$ cat config.mk
export PLATFORM = sky130hd
export DESIGN_NAME = multicycle_control_flat
export DESIGN_NICKNAME = d
export VERILOG_FILES = /design/src/rtl/multicycle_control_if.sv /design/src/rtl/multicycle_control.sv /design/src/flat_wrapper.sv
export SDC_FILE = /design/constraint.sdc
export NUM_CORES = 1
export LEC_CHECK = 0
export ABC_CLOCK_PERIOD_IN_PS = 2400
export BUFFER_PORTS_ARGS = -buffer_cell sky130_fd_sc_hd__clkbuf_2
export CORE_UTILIZATION = 35
export CTS_BUF_LIST = sky130_fd_sc_hd__clkbuf_4 sky130_fd_sc_hd__clkbuf_8
export DETAILED_ROUTE_END_ITERATION = 12
export GPL_ROUTABILITY_DRIVEN = 0
export GPL_TIMING_DRIVEN = 0
export PLACE_DENSITY_LB_ADDON = 0.15
export SETUP_SLACK_MARGIN = 0.4
export SLEW_MARGIN = 10
export SYNTH_ARGS = -nofsm -noshare
export SYNTH_HDL_FRONTEND = slang
export SYNTH_SLANG_ARGS = --single-unit
$ cat constraint.sdc
create_clock -name clk -period 2.4 [get_ports clk]
set_clock_uncertainty 0.15 [all_clocks]
set_input_delay 0.6 -clock clk [delete_from_list [all_inputs] [get_ports clk]]
set_output_delay 0.6 -clock clk [all_outputs]
set_load 0.02 [all_outputs]
$ cat src/rtl/multicycle_control_if.sv
// Control bus between the multicycle MIPS main control FSM and its datapath.
// master: the control FSM (drives enables/selects, sees opcode and mem_ready).
// slave:  the datapath side (drives opcode and mem_ready, sees the controls).
interface multicycle_control_if;
  logic [5:0] opcode;
  logic       mem_ready;

  logic       PCWrite;
  logic       PCWriteCond;
  logic       IorD;
  logic       MemRead;
  logic       MemWrite;
  logic       MemtoReg;
  logic       IRWrite;
  logic       ALUSrcA;
  logic       RegWrite;
  logic       RegDst;
  logic       ZeroExt;
  logic [1:0] ALUSrcB;
  logic [1:0] ALUOp;
  logic [1:0] PCSource;
  logic       illegal_op;
  logic [3:0] state;

  modport master (
    input  opcode, mem_ready,
    output PCWrite, PCWriteCond, IorD, MemRead, MemWrite, MemtoReg, IRWrite,
           ALUSrcA, RegWrite, RegDst, ZeroExt, ALUSrcB, ALUOp, PCSource,
           illegal_op, state
  );

  modport slave (
    output opcode, mem_ready,
    input  PCWrite, PCWriteCond, IorD, MemRead, MemWrite, MemtoReg, IRWrite,
           ALUSrcA, RegWrite, RegDst, ZeroExt, ALUSrcB, ALUOp, PCSource,
           illegal_op, state
  );
endinterface

$ cat src/rtl/multicycle_control.sv
// Main control FSM for the multicycle MIPS datapath.
// Sequences fetch/decode/execute/memory/write-back and drives every datapath
// enable and select. Fetch and data-memory accesses stall on mem_ready.
// Optional feature macro: MC_ORI_EN -- makes opcode 001101 (ori) legal.
// The state register is the only storage; all outputs decode combinationally
// from the state (plus opcode/mem_ready where needed) and are held at 0 while
// reset is asserted.
module multicycle_control (
  input  logic                 clk,
  input  logic                 reset,
  multicycle_control_if.master bus
);

  typedef enum logic [3:0] {
    S_FETCH    = 4'd0,
    S_DECODE   = 4'd1,
    S_MEMADR   = 4'd2,
    S_MEMREAD  = 4'd3,
    S_MEMWB    = 4'd4,
    S_MEMWRITE = 4'd5,
    S_EXECUTE  = 4'd6,
    S_RWB      = 4'd7,
    S_BRANCH   = 4'd8,
    S_JUMP     = 4'd9,
    S_IMMEX    = 4'd10,
    S_IMMWB    = 4'd11
  } state_t;

  localparam logic [5:0] OP_RTYPE = 6'b000000;
  localparam logic [5:0] OP_LW    = 6'b100011;
  localparam logic [5:0] OP_SW    = 6'b101011;
  localparam logic [5:0] OP_BEQ   = 6'b000100;
  localparam logic [5:0] OP_J     = 6'b000010;
  localparam logic [5:0] OP_ADDI  = 6'b001000;

  state_t state_q;
  state_t state_d;
  logic   ori_op;
  logic   legal_op;

`ifdef MC_ORI_EN
  localparam logic [5:0] OP_ORI = 6'b001101;
  assign ori_op = (bus.opcode == OP_ORI);
`else
  assign ori_op = 1'b0;
`endif

  assign legal_op = (bus.opcode == OP_RTYPE) || (bus.opcode == OP_LW) ||
                    (bus.opcode == OP_SW)    || (bus.opcode == OP_BEQ) ||
                    (bus.opcode == OP_J)     || (bus.opcode == OP_ADDI) ||
                    ori_op;

  // State register: asynchronous reset straight back to FETCH.
  // NOTE: sequential state uses non-blocking assignments so every flop
  // samples the pre-edge value, independent of block evaluation order.
  always_ff @(posedge clk or posedge reset) begin
    if (reset) state_q <= S_FETCH;
    else       state_q <= state_d;
  end

  // Next-state decode; unused codes 12-15 fall back to FETCH.
  always_comb begin
    // NOTE: a default before the case keeps every path assigned, so no latch
    // is inferred for state_d.
    state_d = S_FETCH;
    case (state_q)
      S_FETCH:    state_d = bus.mem_ready ? S_DECODE : S_FETCH;
      S_DECODE: begin
        if (bus.opcode == OP_RTYPE)                          state_d = S_EXECUTE;
        else if (bus.opcode == OP_LW || bus.opcode == OP_SW) state_d = S_MEMADR;
        else if (bus.opcode == OP_BEQ)                       state_d = S_BRANCH;
        else if (bus.opcode == OP_J)                         state_d = S_JUMP;
        else if (bus.opcode == OP_ADDI || ori_op)            state_d = S_IMMEX;
        else                                                 state_d = S_FETCH;
      end
      S_MEMADR: begin
        if (bus.opcode == OP_LW)      state_d = S_MEMREAD;
        else if (bus.opcode == OP_SW) state_d = S_MEMWRITE;
        else                          state_d = S_FETCH;
      end
      S_MEMREAD:  state_d = bus.mem_ready ? S_MEMWB : S_MEMREAD;
      S_MEMWB:    state_d = S_FETCH;
      S_MEMWRITE: state_d = bus.mem_ready ? S_FETCH : S_MEMWRITE;
      S_EXECUTE:  state_d = S_RWB;
      S_RWB:      state_d = S_FETCH;
      S_BRANCH:   state_d = S_FETCH;
      S_JUMP:     state_d = S_FETCH;
      S_IMMEX:    state_d = S_IMMWB;
      S_IMMWB:    state_d = S_FETCH;
      default:    state_d = S_FETCH;
    endcase
  end

  // Per-state output decode; everything is 0 unless the state drives it, and
  // reset forces all outputs low in the same cycle it is asserted.
  always_comb begin
    bus.PCWrite     = 1'b0;
    bus.PCWriteCond = 1'b0;
    bus.IorD        = 1'b0;
    bus.MemRead     = 1'b0;
    bus.MemWrite    = 1'b0;
    bus.MemtoReg    = 1'b0;
    bus.IRWrite     = 1'b0;
    bus.ALUSrcA     = 1'b0;
    bus.RegWrite    = 1'b0;
    bus.RegDst      = 1'b0;
    bus.ZeroExt     = 1'b0;
    bus.ALUSrcB     = 2'b00;
    bus.ALUOp       = 2'b00;
    bus.PCSource    = 2'b00;
    bus.illegal_op  = 1'b0;
    bus.state       = state_q;
    if (!reset) begin
      case (state_q)
        S_FETCH: begin
          bus.MemRead = 1'b1;
          bus.ALUSrcB = 2'b01;
          bus.IRWrite = bus.mem_ready;
          bus.PCWrite = bus.mem_ready;
        end
        S_DECODE: begin
          bus.ALUSrcB    = 2'b11;
          bus.illegal_op = ~legal_op;
        end
        S_MEMADR: begin
          bus.ALUSrcA = 1'b1;
          bus.ALUSrcB = 2'b10;
        end
        S_MEMREAD: begin
          bus.MemRead = 1'b1;
          bus.IorD    = 1'b1;
        end
        S_MEMWB: begin
          bus.RegWrite = 1'b1;
          bus.MemtoReg = 1'b1;
        end
        S_MEMWRITE: begin
          bus.MemWrite = 1'b1;
          bus.IorD     = 1'b1;
        end
        S_EXECUTE: begin
          bus.ALUSrcA = 1'b1;
          bus.ALUOp   = 2'b10;
        end
        S_RWB: begin
          bus.RegWrite = 1'b1;
          bus.RegDst   = 1'b1;
        end
        S_BRANCH: begin
          bus.ALUSrcA     = 1'b1;
          bus.ALUOp       = 2'b01;
          bus.PCWriteCond = 1'b1;
          bus.PCSource    = 2'b01;
        end
        S_JUMP: begin
          bus.PCWrite  = 1'b1;
          bus.PCSource = 2'b10;
        end
        S_IMMEX: begin
          bus.ALUSrcA = 1'b1;
          bus.ALUSrcB = 2'b10;
`ifdef MC_ORI_EN
          if (ori_op) begin
            bus.ALUOp   = 2'b11;
            bus.ZeroExt = 1'b1;
          end
`endif
        end
        S_IMMWB: begin
          bus.RegWrite = 1'b1;
        end
        default: ;
      endcase
    end
  end

endmodule

$ cat src/flat_wrapper.sv
// flat-port wrapper written by rule: the top's interface ports become plain ports
module multicycle_control_flat 
  (clk, reset, bus_opcode, bus_mem_ready, bus_PCWrite, bus_PCWriteCond, bus_IorD, bus_MemRead, bus_MemWrite, bus_MemtoReg, bus_IRWrite, bus_ALUSrcA, bus_RegWrite, bus_RegDst, bus_ZeroExt, bus_ALUSrcB, bus_ALUOp, bus_PCSource, bus_illegal_op, bus_state);
  multicycle_control_if bus_i ();
  input  logic clk;
  input  logic reset;
  input wire logic [$bits(bus_i.opcode)-1:0] bus_opcode;
  input wire logic [$bits(bus_i.mem_ready)-1:0] bus_mem_ready;
  output wire logic [$bits(bus_i.PCWrite)-1:0] bus_PCWrite;
  output wire logic [$bits(bus_i.PCWriteCond)-1:0] bus_PCWriteCond;
  output wire logic [$bits(bus_i.IorD)-1:0] bus_IorD;
  output wire logic [$bits(bus_i.MemRead)-1:0] bus_MemRead;
  output wire logic [$bits(bus_i.MemWrite)-1:0] bus_MemWrite;
  output wire logic [$bits(bus_i.MemtoReg)-1:0] bus_MemtoReg;
  output wire logic [$bits(bus_i.IRWrite)-1:0] bus_IRWrite;
  output wire logic [$bits(bus_i.ALUSrcA)-1:0] bus_ALUSrcA;
  output wire logic [$bits(bus_i.RegWrite)-1:0] bus_RegWrite;
  output wire logic [$bits(bus_i.RegDst)-1:0] bus_RegDst;
  output wire logic [$bits(bus_i.ZeroExt)-1:0] bus_ZeroExt;
  output wire logic [$bits(bus_i.ALUSrcB)-1:0] bus_ALUSrcB;
  output wire logic [$bits(bus_i.ALUOp)-1:0] bus_ALUOp;
  output wire logic [$bits(bus_i.PCSource)-1:0] bus_PCSource;
  output wire logic [$bits(bus_i.illegal_op)-1:0] bus_illegal_op;
  output wire logic [$bits(bus_i.state)-1:0] bus_state;
  assign bus_i.opcode = bus_opcode;
  assign bus_i.mem_ready = bus_mem_ready;
  assign bus_PCWrite = bus_i.PCWrite;
  assign bus_PCWriteCond = bus_i.PCWriteCond;
  assign bus_IorD = bus_i.IorD;
  assign bus_MemRead = bus_i.MemRead;
  assign bus_MemWrite = bus_i.MemWrite;
  assign bus_MemtoReg = bus_i.MemtoReg;
  assign bus_IRWrite = bus_i.IRWrite;
  assign bus_ALUSrcA = bus_i.ALUSrcA;
  assign bus_RegWrite = bus_i.RegWrite;
  assign bus_RegDst = bus_i.RegDst;
  assign bus_ZeroExt = bus_i.ZeroExt;
  assign bus_ALUSrcB = bus_i.ALUSrcB;
  assign bus_ALUOp = bus_i.ALUOp;
  assign bus_PCSource = bus_i.PCSource;
  assign bus_illegal_op = bus_i.illegal_op;
  assign bus_state = bus_i.state;
  multicycle_control u_core (.clk(clk), .reset(reset), .bus(bus_i));
endmodule
Word level (Yosys, flattened, before mapping)
Index checks and enable logic that the tools add are counted.
{ "word_totals": {"ff_bits": 4, "in_bits": 9, "output_inout_bits": 22, "elab_cells": 70} }
{ "op_classes": {"n_eq_ne": 16, "mux": 39, "bitwise": 1, "reduce_logical": 13} }
{ "op_table": {"columns": ["cell", "count"], "rows": [
  ["4-bit case mux with 7 select lines", 1],
  ["4-bit two-way mux", 6],
  ["1-bit two-way mux", 22],
  ["4-bit by 3-bit == test with 1-bit output (second input constant)", 4],
  ["4-bit == test (second input constant)", 4],
  ["6-bit == test (second input constant)", 2],
  ["3-bit two-way mux", 3],
  ["4-bit by 2-bit == test with 1-bit output (second input constant)", 2],
  ["2-bit case mux with 2 select lines", 2],
  ["6-bit by 2-bit == test with 1-bit output (second input constant)", 1],
  ["6-bit by 3-bit == test with 1-bit output (second input constant)", 1],
  ["6-bit by 4-bit == test with 1-bit output (second input constant)", 1],
  ["6-bit logical NOT", 1],
  ["1-bit logical OR", 6],
  ["2-bit two-way mux", 3],
  ["2-bit case mux with 3 select lines", 1],
  ["2-bit OR reduction", 3],
  ["4-bit by 1-bit == test with 1-bit output (second input constant)", 1],
  ["4-bit logical NOT", 1],
  ["4-bit OR reduction", 1],
  ["3-bit OR reduction", 1],
  ["1-bit case mux with 2 select lines", 1],
  ["1-bit inverter", 1]
]} }

Longest topological paths before layout
{ "logic_depth": {"depth_word": 9, "depth_mapped": 6, "ltp_nobuf": 4} }

Least setup slack after synthesis
Ideal clock, no wire load.
{ "synth_timing": {"kind": "register to output", "startpoint": "reg u_core.state_q[3] (netlist: u_core.bus.state[3])", "endpoint": "out bus_ALUSrcA", "t_arrival_ns": 1.946, "required_ns": 1.650, "setup_slack_ns": -0.296, "path_stages_with_launch": 4, "n_path_buf": 2, "cell_sequence": "dfrtp_1 -> buf_2 -> buf_2 -> a2111oi_0"} }
{ "synth_via": {"elab_chain_len": 4, "word_cells_on_any_way": 7, "cone_classes": "eq/ne (4); mux (2); reduce/logical (1)"} }
{ "synth_lines": {"columns": ["element", "line", "rtl"], "rows": [
  ["from (decl)", "multicycle_control.sv:36", "state_t state_q;"],
  ["from (signal assigned)", "multicycle_control.sv:58", "else state_q <= state_d;"],
  ["4-bit == test, or another cell as far along", "multicycle_control.sv:114", "case (state_q)"],
  ["4-bit OR reduction (no source line) (*)", null, null],
  ["1-bit two-way mux (*)", "multicycle_control.sv:114", null],
  ["1-bit two-way mux (*)", "multicycle_control.sv:113", "if (!reset) begin"],
  ["to (decl)", "flat_wrapper.sv:16", "output wire logic [$bits(bus_i.ALUSrcA)-1:0] bus_ALUSrcA;"]
]} }
Mark *: on every way between the ends. The rest lies on a longest branch, timed or not.

Worst setup path in the final report
{ "layout_timing": {"startpoint": "in bus_opcode[4]", "endpoint": "out bus_illegal_op"} }
{ "layout_via": {"elab_chain_len": 9, "word_cells_on_any_way": 14, "cone_classes": "eq/ne (5); mux (2); bitwise (1); reduce/logical (6)"} }
{ "layout_lines": {"columns": ["element", "line", "rtl"], "rows": [
  ["from (decl)", "flat_wrapper.sv:7", "input wire logic [$bits(bus_i.opcode)-1:0] bus_opcode;"],
  ["6-bit == test or 6-bit logical NOT (tied branches)", "multicycle_control.sv:48", "assign legal_op = (bus.opcode == OP_RTYPE) || (bus.opcode == OP_LW) ||"],
  ["1-bit logical OR (2 in a row)", "multicycle_control.sv:48", null],
  ["1-bit logical OR (2 in a row)", "multicycle_control.sv:49", "(bus.opcode == OP_SW) || (bus.opcode == OP_BEQ) ||"],
  ["1-bit logical OR (*)", "multicycle_control.sv:50", "(bus.opcode == OP_J) || (bus.opcode == OP_ADDI) ||"],
  ["1-bit inverter (*)", "multicycle_control.sv:123", "bus.illegal_op = ~legal_op;"],
  ["1-bit two-way mux (*)", "multicycle_control.sv:114", null],
  ["1-bit two-way mux (*)", "multicycle_control.sv:113", null],
  ["to (decl)", "flat_wrapper.sv:23", "output wire logic [$bits(bus_i.illegal_op)-1:0] bus_illegal_op;"]
]} }
Marked as above.

==> summary.md <==
| Metric | Value |
|---|---|
| Outcome | `complete, but fails checks` |
| Failing checks | `DRC` |
| Die width | `43.9 µm` |
| Pwr Density | `280 mW/mm²` |
| Slowest stage delay, CP | `0.41 ns` |
| Number of global-route vias before repair | `approximately 740` |
| Initial DRC Count | `13` |
| Crit Path Class | `input pin to output port` |
| Synth area leaders | `dfrtp_1 (16%), nor2_1 (7.9%), nor3_1 (7.3%)` |
| Most frequently used flop master after synthesis | `dfrtp_1` |
| Leakage | `~0.61 nW` |
| Synthesized area | `614 µm²` |
| Final-report max-slew violation count | `0` |
| IO buf count | `28` |
| DP Area | `~920 µm²` |
| Syn Inst Count | `87` |
| Clock transition at path regs | `0.04 ns` |
| DPL Wire Length | `about 1.2 mm` |
| CTS Buf Count | `3` |
| Initial antenna violation count | `0` |
| Finished Layout Cells | `~150` |
| Gr ovfl total | `0` |
| CP top delay family | `simple AND/OR/NAND/NOR gates` |
| Clock tree buffer depth | `2` |
| # clock sinks | `4` |
| Synth Area in Adders | `0` |
| Register area | `105 µm²` |
| Footprint of the multi-input gates | `658 µm²` |
| Syn. warnings | `0` |
| Largest family of logic cells by synthesized area | `simple AND/OR/NAND/NOR gates` |
| CTS Root Cell | `clkbuf_4` |
| Crit-path cells | `clkbuf_2 > or3_4 > nor4_4 > nand3b_1 > nor3_2 > clkbuf_2` |
| Crit path capture type | `output port` |
| Filler cells | `72` |
| Post-Synth Simple-Gate Area | `0.462` |
| I/O pins | `31` |
| Final Hold Fails | `0` |
| R2R Path End | `u_core.bus.state[0]$_DFF_PP0_` |
| Post-synthesis sequential area ratio | `0.163` |
| Wirelength, routed | `2.83 mm` |
| Average routed wire per standard cell | `18.6 µm` |
| Synth async-reset ratio | `1.00` |
| # Max-Cap Violations | `0` |
| CP Depth | `6` |
| Via/cell ratio | `5.95` |
| DRC errors left | `1` |
| Fraction of layout cells with a size suffix above 1 | `0.691` |
| Fin nets | `146` |
| Tcrit/Tclk final | `1.00` |
| Die area | `0.00193 mm²` |
| Xor and xnor fraction of the mapped netlist area | `0.0428` |
| CP startpoint | `bus_opcode[4]` |
| Syn avg cell area | `7.06 µm²` |
| Die H | `43.9 µm` |
| Mux cell area share after synthesis | `0` |
| WP data required | `about 1.7 ns` |
| Final instance area | `0.00138 mm²` |
| CTS tree | `done` |
| Vias | `904` |
| Share of the synthesized area in the top cell type | `0.163` |
| Synth top cells by count | `nor2_1 (13), nor3_1 (9), nand2_1 (7), buf_2 (5)` |
| RSZ-0062 raised after global routing | `yes` |
| Slowest-stage cell, CP | `or3_4` |
| Reg2reg setup slack | `0.65 ns` |
| Buf/Inv on CP | `2` |
| Final Critical Period | `2.40 ns` |
| Total power | `0.387 mW` |
| Syn-to-layout area delta | `125%` |
| Synth Net Count | `96` |
| Antenna Nets Post-Route | `0` |
| Number of synthesized register bits | `4` |
| Compound-gate portion of the synthesized area | `0.206` |
| Setup-failing EPs final | `0` |
| GR Util All Layers | `0.229` |
| Yosys cell types | `35` |
| R2r worst-path depth | `6` |
| First-pass GRT wire length | `3.31 mm` |
| Crit path to | `bus_illegal_op` |
| Hold buffers post-CTS | `0` |
| Num rows | `14` |
| Diodes inserted | `0` |
| Core ar. | `0.00158 mm²` |
| Yosys top cell by area | `dfrtp_1` |
| Crit Reg-Reg Startpoint | `u_core.bus.state[0]$_DFF_PP0_` |
| Critical Path Start Type | `input pin` |
| Largest net degree at the start of global routing | `11` |
| Arrival time worst endpoint | `about 1.7 ns` |
| Hold Crit Class | `input pin to async pin` |
| Placed Cells | `131` |
| Most used cell, CP | `clkbuf_2` |
| Max Fanout on Critical Path | `4` |
| First drt pass iteration count | `10` |
| Post-synth EDFFs | `0` |
| Max reg flops | `4` |
| Most common cell in the netlist | `nor2_1` |
| Clk Latency, worst-skew pair | `0.24 ns` |
| Fmax | `0.417 GHz` |
| Initial Util | `0.390` |
| # H-tree levels | `1` |
| IR drop worst, VDD | `507 µV` |
per-layer routing:
metal | GRT usage | vias up | wire length (µm)
met4 | 0.0909 | 0 | 127
met2 | 0.409 | 48 | 1400
li1 | - | 416 | -
met1 | 0.271 | 426 | 1150
met5 | 0 | - | 0
met3 | 0.0375 | 14 | 146
power breakdown:
part | leakage (nW) | internal, mW | switching [mW]
clock | 0.0184 | 0.0740 | 0.0329
combinational | 0.542 | 0.0917 | 0.113
sequential | 0.0480 | 0.0715 | 0.00449
total | 0.608 | 0.237 | 0.150
cells by family after synthesis:
family | after synthesis
AO/OA/AOI/OAI | 17
XOR/XNOR | 3
buffers and inverters | 12
flip-flops | 4
other | 1
AND/OR/NAND/NOR | 50
worst register-to-register path, stage by stage (launching register included):
cell and delay (ns):
dfrtp_2 0.43, buf_6 0.14, buf_4 0.15, nor3b_1 0.15
nor2_1 0.18, a211oi_1 0.11, a311o_1 0.31
cells in the final DEF, fill, tap and decap left out, types with 2 or more instances in the layout:
cell	count
nand2_1	4
buf_6	17
nor3_2	2
a221o_1	2
nor3b_1	2
nor2b_1	2
inv_1	2
xor2_1	2
nor2_1	6
and3_1	3
clkbuf_8	5
o21ai_0	4
nor3_1	4
dfrtp_2	4
nor4_4	3
nor2_4	6
nand2b_4	2
nand2_4	2
buf_12	3
clkbuf_2	12
clkbuf_4	4
nor3_4	4
a21oi_1	2
buf_4	13
buf_8	4
final cells by class:
| type | instances | share of cell area |
|---|---|---|
| clock buffer | 4 | 0.0217 |
| timing repair buffer | 45 | 0.306 |
| buffer | 10 | 0.101 |
| multi-input combinational | 71 | 0.476 |
| tap | 16 | 0.0145 |
| inverter | 2 | 0.00542 |
| sequential | 4 | 0.0759 |
through the flow:
stage / TNS (ns) / worst slack [ns] / util / hold slack (ns)
floorplan: 0 / 0.259 / - / 0.384
global placement: -0.00679 / -0.00679 / 0.584 / 0.420
detailed placement: -0.0108 / -0.0108 / 0.584 / 0.421
CTS: 0 / 0.0207 / 0.795 / 0.173
global route: -0.0622 / -0.0622 / 0.878 / 0.188
finish: 0 / 0.000386 / 0.878 / 0.193
how the worst min path moves through the flow:
stage	start	slack, ns	end	cells past startpoint
6_report	reset	0.19	u_core.bus.state[1]$_DFF_PP0_	2
5_1_grt	reset	0.19	u_core.bus.state[0]$_DFF_PP0_	2
4_1_cts	reset	0.17	u_core.bus.state[0]$_DFF_PP0_	2
3_5_place_dp	reset	0.42	u_core.bus.state[1]$_DFF_PP0_	2
3_3_place_gp	reset	0.42	u_core.bus.state[1]$_DFF_PP0_	2
2_1_floorplan	reset	0.38	u_core.bus.state[1]$_DFF_PP0_	2
repair_timing:
| action | 4_1_cts | 5_1_grt |
|---|---|---|
| resized for setup | 49 | 30 |
| pin swaps | 17 | 10 |
| setup buffers | 11 | 6 |
| endpoints found under the setup margin | 17 | 17 |
| endpoints found under the hold margin | 0 | 0 |
Note: power is estimated with default switching activity, not from simulation.
